[src/rtl/pc_sequencer_if.sv]
// Bus/strobe bundle between the PC sequencer and its surroundings: memory read
// handshake, instruction bus, ALU flags, and the PC/LR bit-slice control strobes.
interface pc_sequencer_if #(
   parameter int WIDTH = 16
) ();
   logic [WIDTH-1:0] SysBus;
   logic             MemReady;
   logic             FlagZ;
   logic             FlagN;
   logic             MemRead;
   logic             IrWe;
   logic [WIDTH-1:0] Ir;
   logic             PcEn;
   logic             PcWe;
   logic             PcSel;
   logic             PcIncCin;
   logic             LrEn;
   logic             LrWe;
   logic             LrSel;
   logic             AluToBus;
   logic             Halted;

   // Sequencer side
   modport master (
      input  SysBus, MemReady, FlagZ, FlagN,
      output MemRead, IrWe, Ir, PcEn, PcWe, PcSel, PcIncCin,
             LrEn, LrWe, LrSel, AluToBus, Halted
   );

   // Memory / datapath side
   modport slave (
      output SysBus, MemReady, FlagZ, FlagN,
      input  MemRead, IrWe, Ir, PcEn, PcWe, PcSel, PcIncCin,
             LrEn, LrWe, LrSel, AluToBus, Halted
   );
endinterface

[src/rtl/pc_sequencer.sv]
// Control FSM feeding the PC/LR bit-slice block. Each instruction runs
// fetch -> decode -> PC increment -> optional branch / call / return.
// Holds the instruction register and the memory read handshake.
module pc_sequencer #(
   parameter int WIDTH   = 16,
   parameter int OPC_MSB = 15
) (
   input  logic               Clock,
   input  logic               nReset,
   pc_sequencer_if.master     bus
);

   localparam logic [2:0] ST_IDLE   = 3'd0;
   localparam logic [2:0] ST_FETCH  = 3'd1;
   localparam logic [2:0] ST_DECODE = 3'd2;
   localparam logic [2:0] ST_INC    = 3'd3;
   localparam logic [2:0] ST_BRANCH = 3'd4;
   localparam logic [2:0] ST_LINK   = 3'd5;
   localparam logic [2:0] ST_RET    = 3'd6;
   localparam logic [2:0] ST_HALT   = 3'd7;

   localparam logic [3:0] OP_BR   = 4'b1000;
   localparam logic [3:0] OP_BZ   = 4'b1001;
   localparam logic [3:0] OP_BN   = 4'b1010;
   localparam logic [3:0] OP_CALL = 4'b1100;
   localparam logic [3:0] OP_RET  = 4'b1101;
   localparam logic [3:0] OP_HLT  = 4'b1111;

   logic [2:0]       state;
   logic [2:0]       nextState;
   logic [WIDTH-1:0] irReg;
   logic             flagZReg;
   logic             flagNReg;
   logic [3:0]       opcode;
   logic             irWe;

   assign opcode = irReg[OPC_MSB -: 4];
   // Fetch completes in the same cycle memory signals ready.
   assign irWe   = (state == ST_FETCH) && bus.MemReady;

   // State register; reset drops straight to IDLE so no write strobe survives it
   always_ff @(posedge Clock or negedge nReset) begin
      // NOTE: sequential state uses non-blocking assignments so every register
      // samples pre-edge values regardless of block ordering.
      if (!nReset) state <= ST_IDLE;
      else         state <= nextState;
   end

   // Instruction register loads only on an accepted fetch
   always_ff @(posedge Clock or negedge nReset) begin
      if (!nReset)   irReg <= '0;
      else if (irWe) irReg <= bus.SysBus;
   end

   // Flags are captured once, in DECODE, and steer the INC decision
   always_ff @(posedge Clock or negedge nReset) begin
      if (!nReset) begin
         flagZReg <= 1'b0;
         flagNReg <= 1'b0;
      end else if (state == ST_DECODE) begin
         flagZReg <= bus.FlagZ;
         flagNReg <= bus.FlagN;
      end
   end

   // Next-state logic
   always_comb begin
      // NOTE: default assignment first so no path through the case infers a latch.
      nextState = state;
      case (state)
         ST_IDLE:   nextState = ST_FETCH;
         ST_FETCH:  if (bus.MemReady) nextState = ST_DECODE;
         ST_DECODE: nextState = ST_INC;
         ST_INC: begin
            case (opcode)
               OP_BR:   nextState = ST_BRANCH;
               OP_BZ:   nextState = flagZReg ? ST_BRANCH : ST_FETCH;
               OP_BN:   nextState = flagNReg ? ST_BRANCH : ST_FETCH;
               OP_CALL: nextState = ST_LINK;
               OP_RET:  nextState = ST_RET;
               OP_HLT:  nextState = ST_HALT;
               default: nextState = ST_FETCH;
            endcase
         end
         ST_LINK:   nextState = ST_BRANCH;
         ST_BRANCH: nextState = ST_FETCH;
         ST_RET:    nextState = ST_FETCH;
         ST_HALT:   nextState = ST_HALT;
      endcase
   end

   // Moore strobe decode; at most one bus driver per state, PcWe/LrWe disjoint
   always_comb begin
      bus.MemRead  = 1'b0;
      bus.PcEn     = 1'b0;
      bus.PcWe     = 1'b0;
      bus.PcSel    = 1'b0;
      bus.PcIncCin = 1'b0;
      bus.LrEn     = 1'b0;
      bus.LrWe     = 1'b0;
      bus.LrSel    = 1'b0;
      bus.AluToBus = 1'b0;
      bus.Halted   = 1'b0;
      case (state)
         ST_FETCH: begin
            bus.PcEn    = 1'b1;
            bus.MemRead = 1'b1;
         end
         ST_INC: begin
            bus.PcWe     = 1'b1;
            bus.PcIncCin = 1'b1;
         end
         ST_LINK: begin
            bus.LrWe  = 1'b1;
            bus.LrSel = 1'b1;
         end
         ST_BRANCH: begin
            bus.AluToBus = 1'b1;
            bus.PcWe     = 1'b1;
            bus.PcSel    = 1'b1;
         end
         ST_RET: begin
            bus.LrEn  = 1'b1;
            bus.PcWe  = 1'b1;
            bus.PcSel = 1'b1;
         end
         ST_HALT: bus.Halted = 1'b1;
         default: ;
      endcase
   end

   assign bus.IrWe = irWe;
   assign bus.Ir   = irReg;

endmodule

[src/flat_wrapper.sv]
// flat-port wrapper written by rule: the top's interface ports become plain ports
module pc_sequencer_flat 
#(
   parameter int WIDTH   = 16,
   parameter int OPC_MSB = 15
)
  (Clock, nReset, bus_SysBus, bus_MemReady, bus_FlagZ, bus_FlagN, bus_MemRead, bus_IrWe, bus_Ir, bus_PcEn, bus_PcWe, bus_PcSel, bus_PcIncCin, bus_LrEn, bus_LrWe, bus_LrSel, bus_AluToBus, bus_Halted);
  pc_sequencer_if #(.WIDTH(WIDTH)) bus_i ();
  input  logic Clock;
  input  logic nReset;
  input wire logic [$bits(bus_i.SysBus)-1:0] bus_SysBus;
  input wire logic [$bits(bus_i.MemReady)-1:0] bus_MemReady;
  input wire logic [$bits(bus_i.FlagZ)-1:0] bus_FlagZ;
  input wire logic [$bits(bus_i.FlagN)-1:0] bus_FlagN;
  output wire logic [$bits(bus_i.MemRead)-1:0] bus_MemRead;
  output wire logic [$bits(bus_i.IrWe)-1:0] bus_IrWe;
  output wire logic [$bits(bus_i.Ir)-1:0] bus_Ir;
  output wire logic [$bits(bus_i.PcEn)-1:0] bus_PcEn;
  output wire logic [$bits(bus_i.PcWe)-1:0] bus_PcWe;
  output wire logic [$bits(bus_i.PcSel)-1:0] bus_PcSel;
  output wire logic [$bits(bus_i.PcIncCin)-1:0] bus_PcIncCin;
  output wire logic [$bits(bus_i.LrEn)-1:0] bus_LrEn;
  output wire logic [$bits(bus_i.LrWe)-1:0] bus_LrWe;
  output wire logic [$bits(bus_i.LrSel)-1:0] bus_LrSel;
  output wire logic [$bits(bus_i.AluToBus)-1:0] bus_AluToBus;
  output wire logic [$bits(bus_i.Halted)-1:0] bus_Halted;
  assign bus_i.SysBus = bus_SysBus;
  assign bus_i.MemReady = bus_MemReady;
  assign bus_i.FlagZ = bus_FlagZ;
  assign bus_i.FlagN = bus_FlagN;
  assign bus_MemRead = bus_i.MemRead;
  assign bus_IrWe = bus_i.IrWe;
  assign bus_Ir = bus_i.Ir;
  assign bus_PcEn = bus_i.PcEn;
  assign bus_PcWe = bus_i.PcWe;
  assign bus_PcSel = bus_i.PcSel;
  assign bus_PcIncCin = bus_i.PcIncCin;
  assign bus_LrEn = bus_i.LrEn;
  assign bus_LrWe = bus_i.LrWe;
  assign bus_LrSel = bus_i.LrSel;
  assign bus_AluToBus = bus_i.AluToBus;
  assign bus_Halted = bus_i.Halted;
  pc_sequencer #(.WIDTH(WIDTH), .OPC_MSB(OPC_MSB)) u_core (.Clock(Clock), .nReset(nReset), .bus(bus_i));
endmodule
[config.mk]
export PLATFORM = sky130hd
export DESIGN_NAME = pc_sequencer_flat
export DESIGN_NICKNAME = d
export VERILOG_FILES = /design/src/rtl/pc_sequencer_if.sv /design/src/rtl/pc_sequencer.sv /design/src/flat_wrapper.sv
export SDC_FILE = /design/constraint.sdc
export NUM_CORES = 1
export LEC_CHECK = 0
export ABC_AREA = 1
export CORE_MARGIN = 4
export CORE_UTILIZATION = 36
export DETAILED_ROUTE_END_ITERATION = 8
export PLACE_DENSITY = 0.87
export SYNTH_ARGS = -nofsm -noshare
export SYNTH_HDL_FRONTEND = slang
export SYNTH_SLANG_ARGS = --single-unit
[constraint.sdc]
create_clock -name Clock -period 1.3 [get_ports Clock]
set_clock_uncertainty 0.2 [all_clocks]
set_input_delay 0.26 -clock Clock [delete_from_list [all_inputs] [get_ports Clock]]
set_output_delay 0.26 -clock Clock [all_outputs]
set_load 0.01 [all_outputs]
* Word level (Yosys, flattened, before mapping)
Cells that the tools add are included.
Operators by class: add/sub/neg operators 0, multiply operators 0, div/mod/pow operators 0, $lt $le $gt $ge 0, equality and inequality tests 14, shifts and indexed selects 0, muxes and demuxes 13, bitwise operators 0, reductions and logical operators 5
Operators with widths (count):
- $pmux W3 S6 | 2
- $eq A4 B4 Y1 const B | 6
- $eq A3 B3 Y1 const B | 4
- $mux W3 | 3
- $mux W1 | 8
- $eq A3 B2 Y1 const B | 2
- $reduce_or A3 Y1 | 2
- $eq A3 B1 Y1 const B | 1
- $logic_not A3 Y1 | 1
- $ne A2 B2 Y1 const B | 1
- $reduce_or A2 Y1 | 1
- $logic_and A1 B1 Y1 | 1
Storage, ports and cells: register bits after elaboration 21, bits in latches 0, bits in writable memories 0, memory bits (read-only) 0, input port bits 21, output and inout port bits 27, word-level logic and storage cells 36, memories 0

* Depth between registers and ports, before layout
Gate-level depths: netlist of the first run.
word-level depth 3, gate-level depth with buffers 8, depth with buffers taken out 8

* Worst setup path before layout of the first run
OpenSTA, ideal clock, no wires.
kind register to output, from reg u_core.state[1], to out bus_IrWe, arrival time 959 ps, data required time 840 ps, slack -119 ps, stages on the path, launching flop included 7, cell sequence dfrtp_1 inv_1 nand2_2 nor2_4 nand2_4 clkinv_2 buf_6
Between the ends: word-level cells in the longest chain between the ends 2
Ends and longest elaborated chain:
- start, declared | line pc_sequencer.sv:29 | logic [2:0] state;
- start signal, assigned | line pc_sequencer.sv:46 | else state <= nextState;
- $eq A3 B1 Y1 | line pc_sequencer.sv:39 | assign irWe = (state == ST_FETCH) && bus.MemReady;
- $logic_and A1 B1 Y1 | line pc_sequencer.sv:39
- end, declared | line flat_wrapper.sv:16 | output wire logic [$bits(bus_i.IrWe)-1:0] bus_IrWe;
Every way passes these cells.

* Worst setup path in the final report of the first run
from reg u_core.state[2], to out bus_IrWe
The elaborated chain is that of the path after synthesis.

==> metrics.yaml, run 1 <==
grt_pass1_vias: 1135
clock_latency_ns: 0.33
dp.cells: 212
crit_path_start: "u_core.state[2]"
core-area_sq_um: 2570
max_freq_mhz: 564
syn_area_sq_um: 1010
cp.arrival_ns: 1.31
synth_edf_count: 0
min_period_ns: 1.77
finalHoldViolCount: 0
gr-total-overflow: 0
io_buffers: 47
tns_ns: -10.83
die_w_um: 61.0
nets: 231
drc_errors: 0
clkSinkCount: 21
first_iter_violations: 20
routed_wirelength_um: 3500
n_fill_cell: 168
synthTopCellsByCount: "nand2_1, dfrtp_1, inv_1"
worst_pin_slew_ns: 0.181
die_y_um: 61.0
htree_levels: 1
yosysMostFrequentCell: "nand2_1"
cp_max_fo: 4
synthesis.nets: 144
avgSynthCellArea_sq_um: 8.23
viasPerCell: 4.71
rsz0062_at_grt: "yes"
finalSetupViolCount: 48
slew_violations: 0
worstSetupPathType: "flip-flop to output pin"
ant_nets: 0
grt_pass1_wl_um: 5130
vdd_ir_drop_max_v: 0.00196
syn_inst: 123
power_leakage_nw: 1.08
synth_top_area_share_pct: 51.9
place_congestion: 0.813
async_flop_share_pct: 100
startpoint_type: "flip-flop"
cap_violations: 0
dieArea_sq_um: 3720
dr.pass1.iters: 4
p_per_area_nw_per_um2: 2560
outcome: "complete, but fails checks"
clkSlewWorstSetupHoldPaths_ns: 0.14
numCtsBuffers: 3
r2r_end: "u_core.bus.Ir[14]"
tritoncts: "built"
r2r_slack_ns: -0.43
grt_use_total_pct: 18.7
avgRoutedWirePerCell_um: 14.7
synth_cell_types: 18
yosysSeqAreaShare_pct: 51.9
reg2reg_from: "u_core.state[0]"
drive_above_1_share_pct: 55.5
initial_core_util_pct: 39.4
hold_class: "input port to async pin"
violations: "setup timing"
slew_headroom_pct: 87.9
pin_count: 48
end_kind: "output pin"
yosysTopAreaCell: "dfrtp_1"
synthTopCellsByArea: "dfrtp_1, nand2_1, inv_1"
required_ns: 0.84
grt_max_degree: 22
dpl.hpwl_um: 2100
ys.flop_type: "dfrtp_1"
ys_warn_count: 0
pre_cts_ws_ns: -0.614
cts_root_buf: "clkbuf_4"
num_rows: 18
n_antenna_cell: 0
num_vias: 1125
fin_worst_hold_slack_ns: 0.0471
fin_ws_ns: -0.474
instances_no_fill: 239
r2r_cells: 9
cts.path.max_buffers: 2
crit_path_end: "bus_IrWe"
final.period_utilization_pct: 136
antenna_found_initial: 0
synthToLayoutAreaGrowth_pct: 101
ys_ff_latch: 21
[per-layer routing]
metal / GRT usage [%] / wire, um
met3: 3.56 / 204
met4: 4.95 / 56
met2: 36.3 / 1850
met1: 20.5 / 1400
met5: 0 / 0
[layout make-up]
| class | count | area, sq um | area share [%] |
|---|---|---|---|
| tap | 30 | 37.5 | 1.84 |
| clock buffer | 3 | 22.5 | 1.11 |
| sequential | 21 | 527 | 25.9 |
| clock inverter | 1 | 5.00 | 0.246 |
| multi-input combinational | 81 | 517 | 25.4 |
| inverter | 16 | 85.1 | 4.18 |
| timing repair buffer | 87 | 842 | 41.4 |
[how the worst min path moves through the flow]
stage / startpoint / to / slack, ns
2_1_floorplan: nReset / u_core.bus.Ir[0] / -0.24
5_1_grt: nReset / u_core.bus.Ir[4] / 0.06
4_1_cts: nReset / u_core.bus.Ir[4] / 0.08
6_report: nReset / u_core.bus.Ir[14] / 0.05
3_5_place_dp: u_core.bus.Ir[0] / u_core.bus.Ir[0] / 0.26
3_3_place_gp: u_core.bus.Ir[11] / u_core.bus.Ir[11] / 0.25
[critical path, stage by stage, from the launching register on]
cell	delay [ns]
dfrtp_1	0.46
buf_6	0.14
nor2_4	0.16
nand2_4	0.08
clkinv_4	0.05
buf_6	0.09
[sequential cells by signal, indices dropped and copies added, names as in the netlist]
name and count:
u_core.bus.Ir 16, u_core.flagNReg 1, u_core.flagZReg 1, u_core.state 3
[cells by family (layout without fill, tap and decap cells)]
kind of cell | Yosys count | in the layout | synth area share, %
AO/OA/AOI/OAI | 4 | 4 | 3.09
multiplexers | 2 | 2 | 2.22
AND/OR/NAND/NOR | 75 | 75 | 32.1
flip-flops | 21 | 21 | 51.9
buffers and inverters | 21 | 107 | 10.6
[cells in the final DEF (no fill, tap or decap), types with 2 or more instances in the layout]
cell	count
inv_1	4
mux2_4	2
nor2_1	4
clkbuf_4	3
clkdlybuf4s50_1	20
buf_6	29
nor2_4	4
nand2_2	11
buf_4	18
nand3b_1	2
inv_2	7
nand2_1	41
buf_12	2
dfrtp_1	20
nand3_2	4
o21ai_2	4
inv_4	3
buf_2	16
nor3_4	2
nand2_4	3
[stage by stage]
step / total power [mW] / instance area, sq um / util [%]
after floorplan: 2.38 / 1030 / -
after global placement: 3.53 / 1630 / 63.5
after detailed placement: 3.64 / 1630 / 63.5
after CTS: 4.42 / 1800 / 70.0
after global routing: 5.56 / 2040 / 79.3
final: 5.22 / 2040 / 79.3
[power breakdown]
group          switching (mW)  leakage [nW]  internal [mW]
Clock                   0.231        0.0177          0.115
Combinational            1.70         0.807           1.96
Sequential              0.241         0.258          0.975
Total                    2.17          1.08           3.05
[repair_timing]
action	CTS	global route
setup buffers	15	13
gates resized for setup	150	41
gates cloned	2	0
pin swaps	11	18
setup endpoints to repair	48	48
hold buffers	0	0
No activity file was read; power rests on OpenSTA's default activity.
==> inputs of run 2 (changes only) <==
Settings changed: HOLD_SLACK_MARGIN set to 0.15, SETUP_SLACK_MARGIN set to 0.5.
==> run 2 against run 1 <==
Effect of this change: the run still ends with setup timing left; first-iteration DRC count fell by 20%; largest power group unchanged; power down 6.4%; final cell count decreased by 3.3%; core utilization decreased by 4.1 points; worst hold slack better by 0.031 ns; register-to-register slack improved by 0.11 ns; final area is 5.2% lower; sequential power hardly changed; global-route usage is 1.2 points lower; via count increased by 0.36%.
==> metrics.yaml, run 2 (synthesis gave the netlist of run 1 again) <==
outcome: "complete, but fails checks"  # unchanged
violations: "setup timing"  # unchanged
end_kind: "output pin"  # unchanged
final_util_pct: 75.2  # was 79.3%
core-area_sq_um: 2570  # unchanged
pre_cts_ws_ns: -0.608  # was -0.614 ns
fin_worst_hold_slack_ns: 0.0780  # was 0.0471 ns
finalHoldViolCount: 0  # unchanged
antenna_found_initial: 0  # unchanged
place_congestion: 0.765  # was 0.813
num_vias: 1129  # was 1125
routed_wirelength_um: 3530  # was 3500 um
layout.cells.most_common_list: "nand2_1, clkdlybuf4s50_1, buf_2"  # was nand2_1, buf_6, clkdlybuf4s50_1, dfrtp_1, buf_4
slew_headroom_pct: 89.2  # was 87.9%
clkSlewWorstSetupHoldPaths_ns: 0.12  # was 0.14 ns
final.period_utilization_pct: 132  # was 136%
dpl.hpwl_um: 2090  # was 2100 um
regArea_sq_um: 529  # was 527 sq um
io_buffers: 47  # unchanged
tritoncts: "built"  # unchanged
nets: 223  # was 231
clkSinkCount: 21  # unchanged
die_w_um: 61.0  # unchanged
dp.cells: 211  # was 212
required_ns: 0.84  # about the same
vdd_ir_drop_max_v: 0.00176  # was 0.00196 V
worst_pin_slew_ns: 0.162  # was 0.181 ns
n_fill_cell: 186  # was 168
viasPerCell: 4.89  # was 4.71
p_per_area_nw_per_um2: 2530  # was 2560 nW/um^2
fin_ws_ns: -0.417  # was -0.474 ns
gr-total-overflow: 0  # unchanged
grt_use_total_pct: 17.5  # was 18.7%
finalSetupViolCount: 46  # was 48
cap_violations: 0  # unchanged
fin_area_sq_um: 1930  # was 2040 sq um
multi_input_area_sq_um: 508  # was 517 sq um
power_leakage_nw: 1.01  # was 1.08 nW
max_freq_mhz: 582  # was 564 MHz
slew_violations: 0  # unchanged
power_mw: 4.88  # was 5.22 mW
initial_core_util_pct: 39.4  # unchanged
dieArea_sq_um: 3720  # unchanged
dpl-instance-area_sq_um: 1660  # was 1630 sq um
first_iter_violations: 16  # was 20
avgRoutedWirePerCell_um: 15.3  # was 14.7 um
clock_latency_ns: 0.30  # was 0.33 ns
grt_pass1_vias: 1116  # was 1135
worstSetupPathType: "flip-flop to output pin"  # unchanged
largest_reg_flops: 16  # unchanged
hold_class: "input port to async pin"  # unchanged
dr.pass1.iters: 4  # unchanged
drive_above_1_share_pct: 57.7  # was 55.5%
synthToLayoutAreaGrowth_pct: 90.7  # was 101%
final_common_cell: "nand2_1"  # unchanged
ant_nets: 0  # unchanged
cts.path.max_buffers: 2  # unchanged
numCtsBuffers: 3  # unchanged
cp.arrival_ns: 1.26  # was 1.31 ns
startpoint_type: "flip-flop"  # unchanged
die_y_um: 61.0  # unchanged
tns_ns: -9.15  # was -10.83 ns
rsz0062_at_grt: "yes"  # unchanged
n_antenna_cell: 0  # unchanged
htree_levels: 1  # unchanged
drc_errors: 0  # unchanged
min_period_ns: 1.72  # was 1.77 ns
cts_root_buf: "clkbuf_4"  # unchanged
cp_max_fo: 4  # unchanged
grt_pass1_wl_um: 4750  # was 5130 um
grt_max_degree: 22  # unchanged
instances_no_fill: 231  # was 239
pin_count: 48  # unchanged
num_rows: 18  # unchanged
## run 2: changes by cell type in the layout (fill, tap and decap cells not counted), moves of 3 or more
cell / delta
buf_6: -14
nand2_1: -5
nand2_4: +3
buf_2: +3
nor3_2: +3
nand2_2: +3
## run 2: cell type report
| class | count | share of cell area [%] |
|---|---|---|
| timing repair buffer | 79 | 39.0 |
| multi-input combinational | 81 | 26.3 |
| sequential | 21 | 27.4 |
| clock buffer | 4 | 1.36 |
| inverter | 16 | 4.02 |
| tap | 30 | 1.94 |
## run 2: where the power goes
group	switching [mW]	internal [mW]	total [mW]	leakage, nW
Clock	0.206	0.119	0.325	0.0150
Combinational	1.65	1.70	3.34	0.743
Sequential	0.234	0.982	1.22	0.255
Total	2.09	2.80	4.88	1.01
## run 2: timing repair
item / CTS / global route
endpoints found under the hold margin: 21 / 21
gates resized for setup: 131 / 32
gates cloned: 1 / 2
setup endpoints to repair: 48 / 48
setup buffers: 6 / 7
pin swaps: 2 / 7
## run 2: path summary, 6_finish.rpt
path	from	end	slack, ns	cells after the start
min reg2reg	u_core.bus.Ir[9]	u_core.bus.Ir[9]	0.30	2
min in group Clock	bus_SysBus[9]	u_core.bus.Ir[9]	0.28	3
max reg2reg	u_core.state[0]	u_core.bus.Ir[2]	-0.32	9
max in group asynchronous	nReset	u_core.state[0]	0.67	2
min	nReset	u_core.bus.Ir[6]	0.08	2
max	u_core.state[0]	bus_IrWe	-0.42	6
## run 2: critical path, cell delays in order, from the launching register on
cell and delay (ns):
dfrtp_2 0.43, buf_6 0.13, nand2_4 0.09, nor2_4 0.05
nand2_4 0.08, clkinv_4 0.05, buf_6 0.11
## run 2: layer usage
layer / part of all wire [%] / wire length, um / global-route usage [%] / vias up
met5: 0 / 0 / 0 / -
met4: 1.4 / 49 / 7.43 / 0
met3: 7.1 / 249 / 3.77 / 7
met2: 52 / 1840 / 31.9 / 46
met1: 39 / 1390 / 19.6 / 548
li1: - / - / - / 528
==> inputs of run 3 (changes only) <==
Settings changed: CAP_MARGIN set to 20, CORE_UTILIZATION 36 to 40, PLACE_DENSITY 0.87 to 0.91.
Clock period 1.3 ns to 1.9 ns, I/O delays scaled along.
==> run 3 against run 2 <==
Effect of this change: the flow now finishes without violations; sequential power is 33% lower; final cell count is 3.5% lower; wire length is 4.7% lower; sequential cell count stayed put; core utilization is 0.47 points higher; combinational power is 41% lower; largest cell class unchanged; largest power group unchanged.
==> metrics.yaml, run 3 (synthesis gave the netlist of run 1 again) <==
outcome: "finished clean"  # was complete, but fails checks
die_y_um: 58.3  # was 61.0 um
p_sw_mw: 1.30  # was 2.09 mW
reg2reg_from: "u_core.state[0]"  # unchanged
grt_pass1_wl_um: 4860  # was 4750 um
instances_no_fill: 223  # was 231
slew_headroom_pct: 81.6  # was 89.2%
r2r_slack_ns: 0.23  # was -0.32 ns
initial_core_util_pct: 43.7  # was 39.4%
avgRoutedWirePerCell_um: 15.1  # was 15.3 um
dieArea_sq_um: 3400  # was 3720 sq um
rsz0062_at_grt: "yes"  # unchanged
startpoint_type: "flip-flop"  # unchanged
slowest_delay_ns: 0.43  # about the same
n_antenna_cell: 0  # unchanged
routed_wirelength_um: 3360  # was 3530 um
core-area_sq_um: 2320  # was 2570 sq um
clkSlewWorstSetupHoldPaths_ns: 0.12  # about the same
clkPwrFrac_pct: 7.2  # was 6.7%
layout.cells.most_common_list: "nand2_1, clkdlybuf4s50_1, buf_2, buf_4, dfrtp_1"  # was nand2_1, clkdlybuf4s50_1, buf_2
dpl-instance-area_sq_um: 1490  # was 1660 sq um
die_w_um: 58.3  # was 61.0 um
first_iter_violations: 24  # was 16
synthToLayoutAreaGrowth_pct: 73.3  # was 90.7%
crit_path_start: "u_core.state[1]"  # was u_core.state[0]
path_cells: "buf_4, nor3_1, buf_2"  # was buf_6, nand2_4, nor2_4, nand2_4, clkinv_4, buf_6
cts_root_buf: "clkbuf_4"  # unchanged
drive_above_1_share_pct: 45.1  # was 57.7%
max_freq_mhz: 529
place_congestion: 0.806  # was 0.765
cts.path.max_buffers: 2  # unchanged
hold_class: "input port to async pin"  # unchanged
final.period_utilization_pct: 99.6
dpl.hpwl_um: 1960  # was 2090 um
r2r_end: "u_core.bus.Ir[14]"  # was u_core.bus.Ir[2]
intPower_mw: 1.72  # was 2.80 mW
ant_nets: 0  # unchanged
power_leakage_nw: 0.951  # was 1.01 nW
slew_violations: 0  # unchanged
worst_pin_slew_ns: 0.275  # was 0.162 ns
vdd_ir_drop_max_v: 0.00124  # was 0.00176 V
clock_latency_ns: 0.30  # about the same
drc_errors: 0  # unchanged
swShare_pct: 43.0  # was 42.7%
pwr-share-seq_pct: 27.2  # was 24.9%
min_period_ns: 1.89
pwr-share-comb_pct: 65.6  # was 68.4%
dr.pass1.iters: 4  # unchanged
end_kind: "output pin"  # unchanged
final_common_cell: "nand2_1"  # unchanged
finalHoldViolCount: 0  # unchanged
gr-total-overflow: 0  # unchanged
antenna_found_initial: 0  # unchanged
cts_hold_buf: 0
viasPerCell: 4.96  # was 4.89
n_fill_cell: 150  # was 186
cp_max_fo: 3  # was 4
nets: 217  # was 223
crit_path_end: "bus_AluToBus"  # was bus_IrWe
grt_use_total_pct: 18.8  # was 17.5%
r2r_cells: 9  # unchanged
num_rows: 17  # was 18
finalSetupViolCount: 0  # was 46
crit_slowest_cell: "dfrtp_1"  # was dfrtp_2
fin_area_sq_um: 1750  # was 1930 sq um
p_per_area_nw_per_um2: 1720  # was 2530 nW/um^2
grt_pass1_vias: 1136  # was 1116
pin_count: 48  # unchanged
worstSetupPathType: "flip-flop to output pin"  # unchanged
grt_max_degree: 22  # unchanged
num_vias: 1106  # was 1129
largest_reg_flops: 16  # unchanged
io_buffers: 47  # unchanged
required_ns: 1.32  # was 0.84 ns
dp.cells: 196  # was 211
htree_levels: 1  # unchanged
cp.arrival_ns: 1.31  # was 1.26 ns
tritoncts: "built"  # unchanged
numCtsBuffers: 3  # unchanged
final_util_pct: 75.7  # was 75.2%
clkSinkCount: 21  # unchanged
power_mw: 3.02  # was 4.88 mW
cap_violations: 0  # unchanged
run 3: routing by layer:
layer	routed length, um	vias up	global-route usage (%)
li1	-	517	-
met1	1230	534	20.0
met2	1790	45	35.1
met3	257	10	5.04
met4	85	0	6.62
met5	0	-	0
run 3: how the worst min path moves through the flow:
stage,startpoint,endpoint,slack [ns],cells after the start
5_1_grt,nReset,u_core.bus.Ir[7],0.22,2
2_1_floorplan,nReset,u_core.bus.Ir[0],-0.12,0
6_report,nReset,u_core.bus.Ir[9],0.21,2
3_3_place_gp,u_core.bus.Ir[2],u_core.bus.Ir[2],0.26,2
3_5_place_dp,u_core.bus.Ir[9],u_core.bus.Ir[9],0.27,2
4_1_cts,nReset,u_core.bus.Ir[9],0.22,2
run 3: worst max-delay path: cells and delay by family (launching register included):
kind	cells	cell delay, ns
flip-flops	1	0.43
buffers and inverters	2	0.36
AND/OR/NAND/NOR	1	0.22
run 3: cell type report:
cell class	count	area (sq um)	share of cell area (%)
clock buffer	4	26.3	1.50
inverter	16	72.6	4.14
multi-input combinational	81	450	25.7
sequential	21	527	30.0
tap	28	35.0	2.00
timing repair buffer	73	643	36.7
run 3: timing repair:
| action | CTS | global route |
|---|---|---|
| resized for setup | 128 | 22 |
| buffers inserted | 18 | 3 |
| endpoints found under the setup margin | 45 | 48 |
| gates cloned | 2 | 0 |
| pin swaps | 5 | 3 |
run 3: power groups by stage:
stage | clock, mW | combinational [mW] | sequential (mW)
4_1_cts | 0.216 | 1.73 | 0.787
5_1_grt | 0.243 | 2.14 | 0.844
2_1_floorplan | 0 | 0.718 | 0.891
6_report | 0.216 | 1.98 | 0.823
3_5_place_dp | 0 | 1.42 | 0.840
3_3_place_gp | 0 | 1.36 | 0.826
run 3: through the flow:
| step | setup slack [ns] | setup TNS [ns] | hold WS [ns] |
|---|---|---|---|
| after floorplan | 0.363 | 0 | -0.116 |
| after global placement | -0.231 | -0.231 | 0.262 |
| after detailed placement | -0.228 | -0.261 | 0.269 |
| after CTS | 0.0791 | 0 | 0.217 |
| after global routing | -0.114 | -0.234 | 0.224 |
| final | 0.00794 | 0 | 0.205 |
